$ cat config.mk
export PLATFORM = sky130hd
export DESIGN_NAME = debounce_sync
export DESIGN_NICKNAME = d
export VERILOG_FILES = /design/src/rtl/debounce_sync.sv
export SDC_FILE = /design/constraint.sdc
export NUM_CORES = 1
export LEC_CHECK = 0
export CAP_MARGIN = 25
export CORE_UTILIZATION = 50
export CTS_BUF_LIST = sky130_fd_sc_hd__clkbuf_8 sky130_fd_sc_hd__clkbuf_16
export CTS_CLUSTER_DIAMETER = 100
export CTS_CLUSTER_SIZE = 24
export DETAILED_ROUTE_END_ITERATION = 8
export PLACE_DENSITY = 0.75
export SYNTH_ARGS = -nofsm -noshare
export SYNTH_HDL_FRONTEND = slang
export SYNTH_SLANG_ARGS = --single-unit
$ cat constraint.sdc
create_clock -name clk -period 4.79 [get_ports clk]
set_clock_uncertainty 0.15 [all_clocks]
set_input_delay 1.437 -clock clk [delete_from_list [all_inputs] [get_ports clk]]
set_output_delay 1.437 -clock clk [all_outputs]
set_load 0.005 [all_outputs]
$ cat src/rtl/debounce_sync.sv
// rtl/debounce_sync.sv - 2-FF synchronizer, debounce counter and rising-edge pulse for one button
module debounce_sync #(
    parameter int DEBOUNCE_CYCLES = 50000
) (
    input  logic clk,
    input  logic rst,
    input  logic raw,
    output logic level,
    output logic rise
);

    localparam int CNT_W = (DEBOUNCE_CYCLES > 2) ? $clog2(DEBOUNCE_CYCLES) : 1;
    localparam logic [CNT_W-1:0] CNT_LAST = CNT_W'(DEBOUNCE_CYCLES - 1);

    logic             sync1_q;
    logic             sync2_q;
    logic             level_q;
    logic             level_d;
    logic             rise_q;
    logic             rise_d;
    logic [CNT_W-1:0] cnt_q;
    logic [CNT_W-1:0] cnt_d;

    // Counter runs only while the synchronized input disagrees with the settled level;
    // the toggle edge also produces the registered rise pulse.
    always_comb begin
        level_d = level_q;
        rise_d  = 1'b0;
        cnt_d   = '0;
        if (sync2_q != level_q) begin
            if (cnt_q == CNT_LAST) begin
                level_d = ~level_q;
                rise_d  = ~level_q;
            end else begin
                cnt_d = cnt_q + 1'b1;
            end
        end
    end

    // Synchronizer chain plus debounce state.
    always_ff @(posedge clk or posedge rst) begin
        if (rst) begin
            sync1_q <= 1'b0;
            sync2_q <= 1'b0;
            level_q <= 1'b0;
            rise_q  <= 1'b0;
            cnt_q   <= '0;
        end else begin
            sync1_q <= raw;
            sync2_q <= sync1_q;
            level_q <= level_d;
            rise_q  <= rise_d;
            cnt_q   <= cnt_d;
        end
    end

    assign level = level_q;
    assign rise  = rise_q;

endmodule

==> impl_metrics.yaml, run 1 <==
status:
  status: "finished clean"
die:
  initial_core_util_pct: 53.9
  die_y_um: 45.2
  fp.dieW_um: 45.2
  ios: 5
  die_area_sq_mm: 0.00204
  row_count: 15
  coreArea_sq_mm: 0.00173
routing:
  wire_per_inst_um: 13.3
  initialDrtViolationCount: 7
  wl_met1_um: 791
  drcViolationCount: 0
  dr_wl_met3_um: 29
  vias: 644
  drt_first_pass_iters: 4
  dr_wl_met2_um: 725
  wirelength_mm: 1.59
  highest_layer: "met4"
  vias_per_cell: 5.41
  antenna_left: 0
timing:
  fin_hold_ws_ns: 0.209
  tns_ns: 0
  setup_slack_ns: 2.03
  fin_crit_ns: 2.76
  rsz0062_at_grt: "no"
  maxSlewHeadroom_pct: 50.8
  setup_viol: 0
  final-max-slew-violation-count: 0
  fmax_mhz: 362
  tightest_slew_ns: 0.737
  fin_crit_sh_pct: 57.7
  hold_violations: 0
logic_synthesis:
  ys.flop_type: "dfrtp_1"
  netlist_instances: 87
  synth.top_cell.area_share_pct: 53.8
  async_flop_share_pct: 100
  synth_nets: 91
  synth-edff-count: 0
  synth_cell_type_count: 24
  synth_warnings: 0
  avgSynthCellArea_sq_um: 10.7
  ys_seq_area_share_pct: 53.8
  ys_top_cells_by_area: "dfrtp_1 54%, xnor2_1 10%, nor2_1 6.5%"
  synth_top_area_cell: "dfrtp_1"
  synth_seq_cells: 20
  synth_area_sq_um: 931
layout:
  area_growth_pct: 14.8
  nets: 99
  final_core_util_pct: 61.9
  regArea_sq_um: 500
  nFillCells: 141
  multiInputGateArea_sq_um: 407
  diodes: 0
  fin_cells: 119
  drive_gt1_share_pct: 8.51
setup_path:
  r2r-end: "cnt_q[14]$_DFF_PP0_"
  cp_num_cells: 1
  r2r-start: "cnt_q[7]$_DFF_PP0_"
  crit_path_max_incr_delay_ns: 0.52
  worstPathArrival_ns: 1.18
  path_class: "flop to primary output"
  crit_fanout: 4
  r2r_setup_slack_ns: 2.92
  cp_slowest_cell: "clkdlybuf4s50_1"
  crit_end: "level"
  cpLargestDelayFamily: "buffers and inverters"
  crit_buf_inv: 1
  r2r_cells: 4
  worstSetupStartpoint: "level$_DFFE_PP0P_"
  cp.required_ns: 3.20
  end_kind: "primary output"
  worstPathCellList: "clkdlybuf4s50_1"
  startpoint_type: "flop"
placed_design:
  port_buffers: 4
  pre_cts_slack_ns: 2.23
  dp_hpwl_mm: 1.13
  gp_congestion: 0.788
  dp_cells: 115
clock_tree:
  postCtsHoldBufs: 0
  clock_latency_ns: 0.26
  cts_tree: "yes"
  cts_buffers: 3
  cts_buffer_depth: 2
  clock-sinks: 20
  post-cts-setup-buffers: 0
  cts_max_level: 1
  root_buffer: "clkbuf_8"
  postCtsResizedCells: 0
  clkTransAtPathRegs_ns: 0.07
power_and_ir_drop:
  power.leakage_nw: 0.440
  power_density_mw_per_mm2: 329
  ir_drop_uv: 271
min_path:
  hold_depth: 0
  hold_class: "flop to flop"
global_route:
  grt_pass1_vias: 621
  grt_antenna_before_repair: 0
  overflow: 0
  grt_pass1_wl_mm: 2.86
  grt_usage_pct: 20.5
  grt_max_degree: 21
run:
  cap_violations: 0
==> layout by cell type (no fill, tap or decap), types with 2 or more instances in the layout <==
master and n:
nand4_1 2, xor2_1 3, clkbuf_8 3, nor2_1 16
nand2_1 2, xnor2_1 11, nor4bb_1 2, nor4_1 3
inv_1 5, nand3_1 4, clkdlybuf4s50_1 4, and3_1 2
nor3_1 4, nand4_2 2, dfrtp_1 20
==> sequential cells by signal (all words and copies together) (netlist names) <==
signal / cells
cnt_q: 16
level: 1
rise: 1
sync1_q: 1
sync2_q: 1
==> power by group <==
group	internal (mW)	total [mW]	switching, mW
Clock	0.112	0.167	0.0551
Sequential	0.172	0.174	0.00250
Combinational	0.00401	0.0110	0.00703
Total	0.287	0.352	0.0646
==> layer usage <==
layer | track usage [%] | vias up
li1 | - | 313
met1 | 28.8 | 319
met2 | 30.1 | 7
met3 | 3.60 | 5
met4 | 10.9 | 0
met5 | 0 | -
==> synthesized netlist by cell type, drive strengths merged (2+ instances only) <==
master   n
dfrtp   20
nor2    16
xnor2   11
inv      5
nand3    5
nand4    4
nor3     4
nand2    3
nor4     3
xor2     3
and3     2
nor4bb   2
==> stage by stage <==
step,power (mW),area (sq um)
2_1_floorplan,0.185,931
3_3_place_gp,0.188,997
3_5_place_dp,0.189,997
4_1_cts,0.355,1070
5_1_grt,0.363,1070
6_report,0.352,1070
==> area by class of cell <==
class	instances	area share [%]
inverter	5	1.76
sequential	20	46.8
clock buffer	3	3.86
timing repair buffer	4	3.75
clock inverter	1	2.81
multi-input combinational	61	38.1
tap	25	2.93
==> logic make-up (layout without fill, tap and decap cells) <==
group | Yosys count | in the layout | share of synthesized area (%)
buffers and inverters | 6 | 13 | 2.55
AND/OR/NAND/NOR | 43 | 43 | 26.6
AO/OA/AOI/OAI | 2 | 2 | 1.34
multiplexers | 1 | 1 | 1.21
adder cells (fa/ha/maj) | 1 | 1 | 1.34
flip-flops | 20 | 20 | 53.8
XOR/XNOR | 14 | 14 | 13.2
==> worst min path at each step <==
stage	from	end	slack, ns
6_report	sync1_q$_DFF_PP0_	sync2_q$_DFF_PP0_	0.21
5_1_grt	sync1_q$_DFF_PP0_	sync2_q$_DFF_PP0_	0.22
4_1_cts	sync1_q$_DFF_PP0_	sync2_q$_DFF_PP0_	0.22
3_5_place_dp	sync1_q$_DFF_PP0_	sync2_q$_DFF_PP0_	0.20
3_3_place_gp	sync1_q$_DFF_PP0_	sync2_q$_DFF_PP0_	0.19
2_1_floorplan	sync1_q$_DFF_PP0_	sync2_q$_DFF_PP0_	0.18
Power figures use the tool's default switching activity.
==> inputs of run 2 (changes only) <==
==> constraint.sdc (replaced) <==
create_clock -name clk -period 2.8 [get_ports clk]
set_clock_uncertainty 0.15 [all_clocks]
set_input_delay 0.84 -clock clk [delete_from_list [all_inputs] [get_ports clk]]
set_output_delay 0.84 -clock clk [all_outputs]
set_load 0.005 [all_outputs]
==> impl_metrics.yaml, run 2 (synthesis gave the netlist of run 1 again) <==
status:
  status: "finished clean"
global_route:
  overflow: 0
  grt_max_degree: 21
  grt_pass1_vias: 648
  grt_pass1_wl_mm: 2.86
  grt_antenna_before_repair: 0
  grt_usage_pct: 20.6
layout:
  area_growth_pct: 11.6
  largest_reg_flops: 16
  drive_gt1_share_pct: 7.53
  nets: 99
  diodes: 0
  regMostFlops: "cnt_q"
  final_common_cell: "dfrtp_1"
  final_cell_mix: "20 x dfrtp_1, 16 x nor2_1, 11 x xnor2_1, 5 x inv_1"
routing:
  wire_per_inst_um: 13.8
  drcViolationCount: 0
  vias_per_cell: 5.53
  initialDrtViolationCount: 19
  drt_first_pass_iters: 4
  antenna_left: 0
  vias: 652
  wirelength_mm: 1.62
setup_path:
  path_class: "flop to primary output"
  startpoint_type: "flop"
  r2r_setup_slack_ns: 0.96
  cpLargestDelayFamily: "buffers and inverters"
  cp.required_ns: 1.81
  r2r-start: "cnt_q[7]$_DFF_PP0_"
  r2r-end: "cnt_q[14]$_DFF_PP0_"
  crit_path_max_incr_delay_ns: 0.52
  crit_fanout: 4
  crit_buf_inv: 1
  worstPathCellList: "clkdlybuf4s50_1"
  r2r_cells: 4
  worstPathArrival_ns: 1.16
  end_kind: "primary output"
  cp_slowest_cell: "clkdlybuf4s50_1"
clock_tree:
  cts_buffers: 3
  clock_latency_ns: 0.25
  cts_max_level: 1
  cts_tree: "yes"
  postCtsResizedCells: 0
  root_buffer: "clkbuf_8"
  cts_buffer_depth: 2
  clkTransAtPathRegs_ns: 0.06
  clock-sinks: 20
  postCtsHoldBufs: 0
  post-cts-setup-buffers: 0
timing:
  maxSlewHeadroom_pct: 51.3
  tns_ns: 0
  fmax_mhz: 465
  final-max-slew-violation-count: 0
  rsz0062_at_grt: "no"
  hold_violations: 0
  fin_crit_ns: 2.15
  setup_viol: 0
  tightest_slew_ns: 0.729
  fin_crit_sh_pct: 76.9
power_and_ir_drop:
  p_sw_uw: 101
  p_sw_share_pct: 20.4
  power.leakage_nw: 0.425
  power_density_mw_per_mm2: 479
  p_total_uw: 498
  p_int_uw: 396
  p_seq_share_pct: 60.0
  p_comb_share_pct: 3.7
  clkPwrFrac_pct: 36.3
  ir_drop_uv: 629
placed_design:
  gp_congestion: 0.727
  port_buffers: 4
  dp_hpwl_mm: 1.11
die:
  initial_core_util_pct: 53.9
  fp.dieW_um: 45.2
  die_area_sq_mm: 0.00204
  die_y_um: 45.2
  row_count: 15
  ios: 5
  coreArea_sq_mm: 0.00173
min_path:
  min-delay-start: "sync1_q$_DFF_PP0_"
  hold_end: "sync2_q$_DFF_PP0_"
  hold_depth: 0
  hold_class: "flop to flop"
run:
  cap_violations: 0
==> run 2: cell count changes in the layout (fill, tap and decap cells not counted) <==
cell and change:
bufinv_16 -1
==> run 2: area by class of cell <==
class	count	area (sq um)
clock buffer	3	41.3
multi-input combinational	61	407
inverter	5	18.8
timing repair buffer	4	40.0
tap	25	31.3
fill	149	688
sequential	20	500
==> run 2: power groups by stage <==
stage	combinational (mW)	clock [mW]	sequential, mW
6_report	0.0186	0.181	0.298
3_5_place_dp	0.0193	0	0.304
2_1_floorplan	0.0135	0	0.303
4_1_cts	0.0194	0.186	0.298
5_1_grt	0.0216	0.201	0.299
3_3_place_gp	0.0187	0	0.303
==> run 2: worst max path at each step <==
stage	cells past startpoint	endpoint	slack (ns)	start
after floorplan	4	cnt_q[14]$_DFF_PP0_	1.12	cnt_q[7]$_DFF_PP0_
after global placement	2	cnt_q[13]$_DFF_PP0_	0.86	rst
after detailed placement	2	cnt_q[14]$_DFF_PP0_	0.85	rst
after CTS	1	level	0.64	level$_DFFE_PP0P_
after global routing	1	level	0.59	level$_DFFE_PP0P_
final	1	level	0.65	level$_DFFE_PP0P_
==> run 2: through the flow <==
step	setup slack, ns	util, %	std cells	hold slack, ns	cell area (sq um)
after floorplan	1.12	-	87	0.181	931
after global routing	0.594	60.1	118	0.221	1040
final	0.647	60.1	118	0.209	1040
after CTS	0.638	60.1	118	0.215	1040
after detailed placement	0.847	57.8	115	0.196	997
after global placement	0.865	57.8	115	0.191	997
==> run 2: layer usage <==
layer	global-route usage [%]	part of all wire, %	up-vias
met2	32.8	46	22
met5	0	0	-
met4	8.48	1.3	0
met3	7.20	6.2	2
met1	25.5	46	318
li1	-	-	310
==> inputs of run 3 (changes only) <==
--- a/config.mk
+++ b/config.mk
@@ -11,7 +11,7 @@
 export CTS_CLUSTER_DIAMETER = 100
 export CTS_CLUSTER_SIZE = 24
 export DETAILED_ROUTE_END_ITERATION = 8
-export PLACE_DENSITY = 0.75
+export PLACE_DENSITY = 0.78
 export SYNTH_ARGS = -nofsm -noshare
 export SYNTH_HDL_FRONTEND = slang
 export SYNTH_SLANG_ARGS = --single-unit
==> constraint.sdc (replaced) <==
create_clock -name clk -period 1.85 [get_ports clk]
set_clock_uncertainty 0.15 [all_clocks]
set_input_delay 0.555 -clock clk [delete_from_list [all_inputs] [get_ports clk]]
set_output_delay 0.555 -clock clk [all_outputs]
set_load 0.005 [all_outputs]
==> impl_metrics.yaml, run 3 (synthesis gave the netlist of run 1 again) <==
status:
  status: "finished clean"
global_route:
  grt_usage_pct: 19.9
  overflow: 0
  grt_pass1_wl_mm: 2.84
  grt_antenna_before_repair: 0
  grt_max_degree: 21
  grt_pass1_vias: 631
timing:
  tns_ns: 0
  hold_violations: 0
  maxSlewHeadroom_pct: 73.1
  setup_slack_ns: 0.0642
  fmax_mhz: 560
  final-max-slew-violation-count: 0
  rsz0062_at_grt: "no"
  tightest_slew_ns: 0.398
  fin_crit_ns: 1.79
  setup_viol: 0
  fin_crit_sh_pct: 96.5
setup_path:
  crit_path_max_incr_delay_ns: 0.45
  r2r-end: "level$_DFFE_PP0P_"
  end_kind: "flop"
  cp_slowest_cell: "dfrtp_1"
  worstPathCellList: "nor4b_1 -> nand4_2 -> mux2_1"
  crit_fanout: 6
  startpoint_type: "flop"
  r2r_cells: 3
  worstPathArrival_ns: 1.78
  r2r_setup_slack_ns: 0.06
  r2r-start: "cnt_q[7]$_DFF_PP0_"
  path_class: "flop to flop"
  cp.required_ns: 1.84
die:
  initial_core_util_pct: 53.9
  die_y_um: 45.2
  fp.dieW_um: 45.2
  ios: 5
  die_area_sq_mm: 0.00204
  row_count: 15
  coreArea_sq_mm: 0.00173
clock_tree:
  clkTransAtPathRegs_ns: 0.08
  cts_buffers: 3
  postCtsHoldBufs: 0
  cts_max_level: 1
  clock_latency_ns: 0.26
  root_buffer: "clkbuf_8"
  cts_tree: "yes"
  clock-sinks: 20
  cts_buffer_depth: 2
min_path:
  hold_class: "flop to flop"
  min-delay-start: "sync1_q$_DFF_PP0_"
  hold_depth: 0
  hold_end: "sync2_q$_DFF_PP0_"
power_and_ir_drop:
  power_density_mw_per_mm2: 755
  ir_drop_uv: 441
  power.leakage_nw: 0.466
  p_total_uw: 813
layout:
  nets: 102
  nFillCells: 138
  multiInputGateArea_sq_um: 407
  regArea_sq_um: 500
  final_core_util_pct: 62.4
  post-route-cell-area_sq_mm: 0.00108
  area_growth_pct: 15.7
  drive_gt1_share_pct: 11.3
  final_cell_mix: "20 x dfrtp_1, 16 x nor2_1, 11 x xnor2_1, 5 x inv_1"
  final_common_cell: "dfrtp_1"
  regMostFlops: "cnt_q"
  diodes: 0
  largest_reg_flops: 16
routing:
  vias: 649
  wire_per_inst_um: 13.5
  initialDrtViolationCount: 14
  drcViolationCount: 0
  drt_first_pass_iters: 4
  antenna_left: 0
  vias_per_cell: 5.32
  wirelength_mm: 1.65
placed_design:
  dp_hpwl_mm: 1.12
  place_area_sq_mm: 0.00101
  port_buffers: 4
  pre_cts_slack_ns: 0.0670
  gp_congestion: 0.819
run:
  cap_violations: 0
[run 3: cell count changes in the layout (fill, tap and decap cells not counted)]
cell             previous run  this run
clkdlybuf4s50_1             4         3
clkbuf_8                    3         4
buf_4                       0         3
dlymetal6s2s_1              0         1
[run 3: critical path: cells and delay by family (launching register included)]
kind | cells | cell delay, ns
muxes | 1 | 0.36
and+or+nand+nor | 2 | 0.70
DFF | 1 | 0.45
[run 3: how the worst max path moves through the flow]
stage	slack, ns	depth (start not counted)	endpoint	start
final	0.06	3	level$_DFFE_PP0P_	cnt_q[7]$_DFF_PP0_
after global routing	0.006	5	cnt_q[12]$_DFF_PP0_	cnt_q[0]$_DFF_PP0_
after CTS	0.02	1	level	level$_DFFE_PP0P_
after detailed placement	0.07	3	level$_DFFE_PP0P_	cnt_q[7]$_DFF_PP0_
after global placement	0.18	4	cnt_q[14]$_DFF_PP0_	cnt_q[7]$_DFF_PP0_
after floorplan	0.17	4	cnt_q[14]$_DFF_PP0_	cnt_q[7]$_DFF_PP0_
[run 3: layout make-up]
class | count | area share (%)
clock buffer | 4 | 5.11
inverter | 5 | 1.74
multi-input combinational | 61 | 37.7
sequential | 20 | 46.5
tap | 25 | 2.90
timing repair buffer | 7 | 6.04
[run 3: repair_timing]
| item | in CTS | in global routing |
|---|---|---|
| gates resized for setup | 0 | 1 |
| setup buffers | 1 | 0 |
| cloned | 0 | 0 |
| setup endpoints to repair | 1 | 1 |
[run 3: per-layer routing]
layer  vias up  track usage, %  part of all wire, %
li1        317               -                    -
met1       320            27.1                   48
met2         7            30.7                   48
met3         5            3.60                  1.9
met4         0            9.09                  1.9
met5         -               0                    0
[run 3: power breakdown]
group | internal [mW] | switching [mW] | total [mW]
Combinational | 0.0119 | 0.0181 | 0.0300
Clock | 0.189 | 0.142 | 0.332
Sequential | 0.444 | 0.00697 | 0.451
[run 3: metrics by stage]
stage / std cells / hold WS (ns)
2_1_floorplan: 87 / 0.181
3_3_place_gp: 117 / 0.183
3_5_place_dp: 117 / 0.187
4_1_cts: 122 / 0.204
5_1_grt: 122 / 0.219
6_report: 122 / 0.202
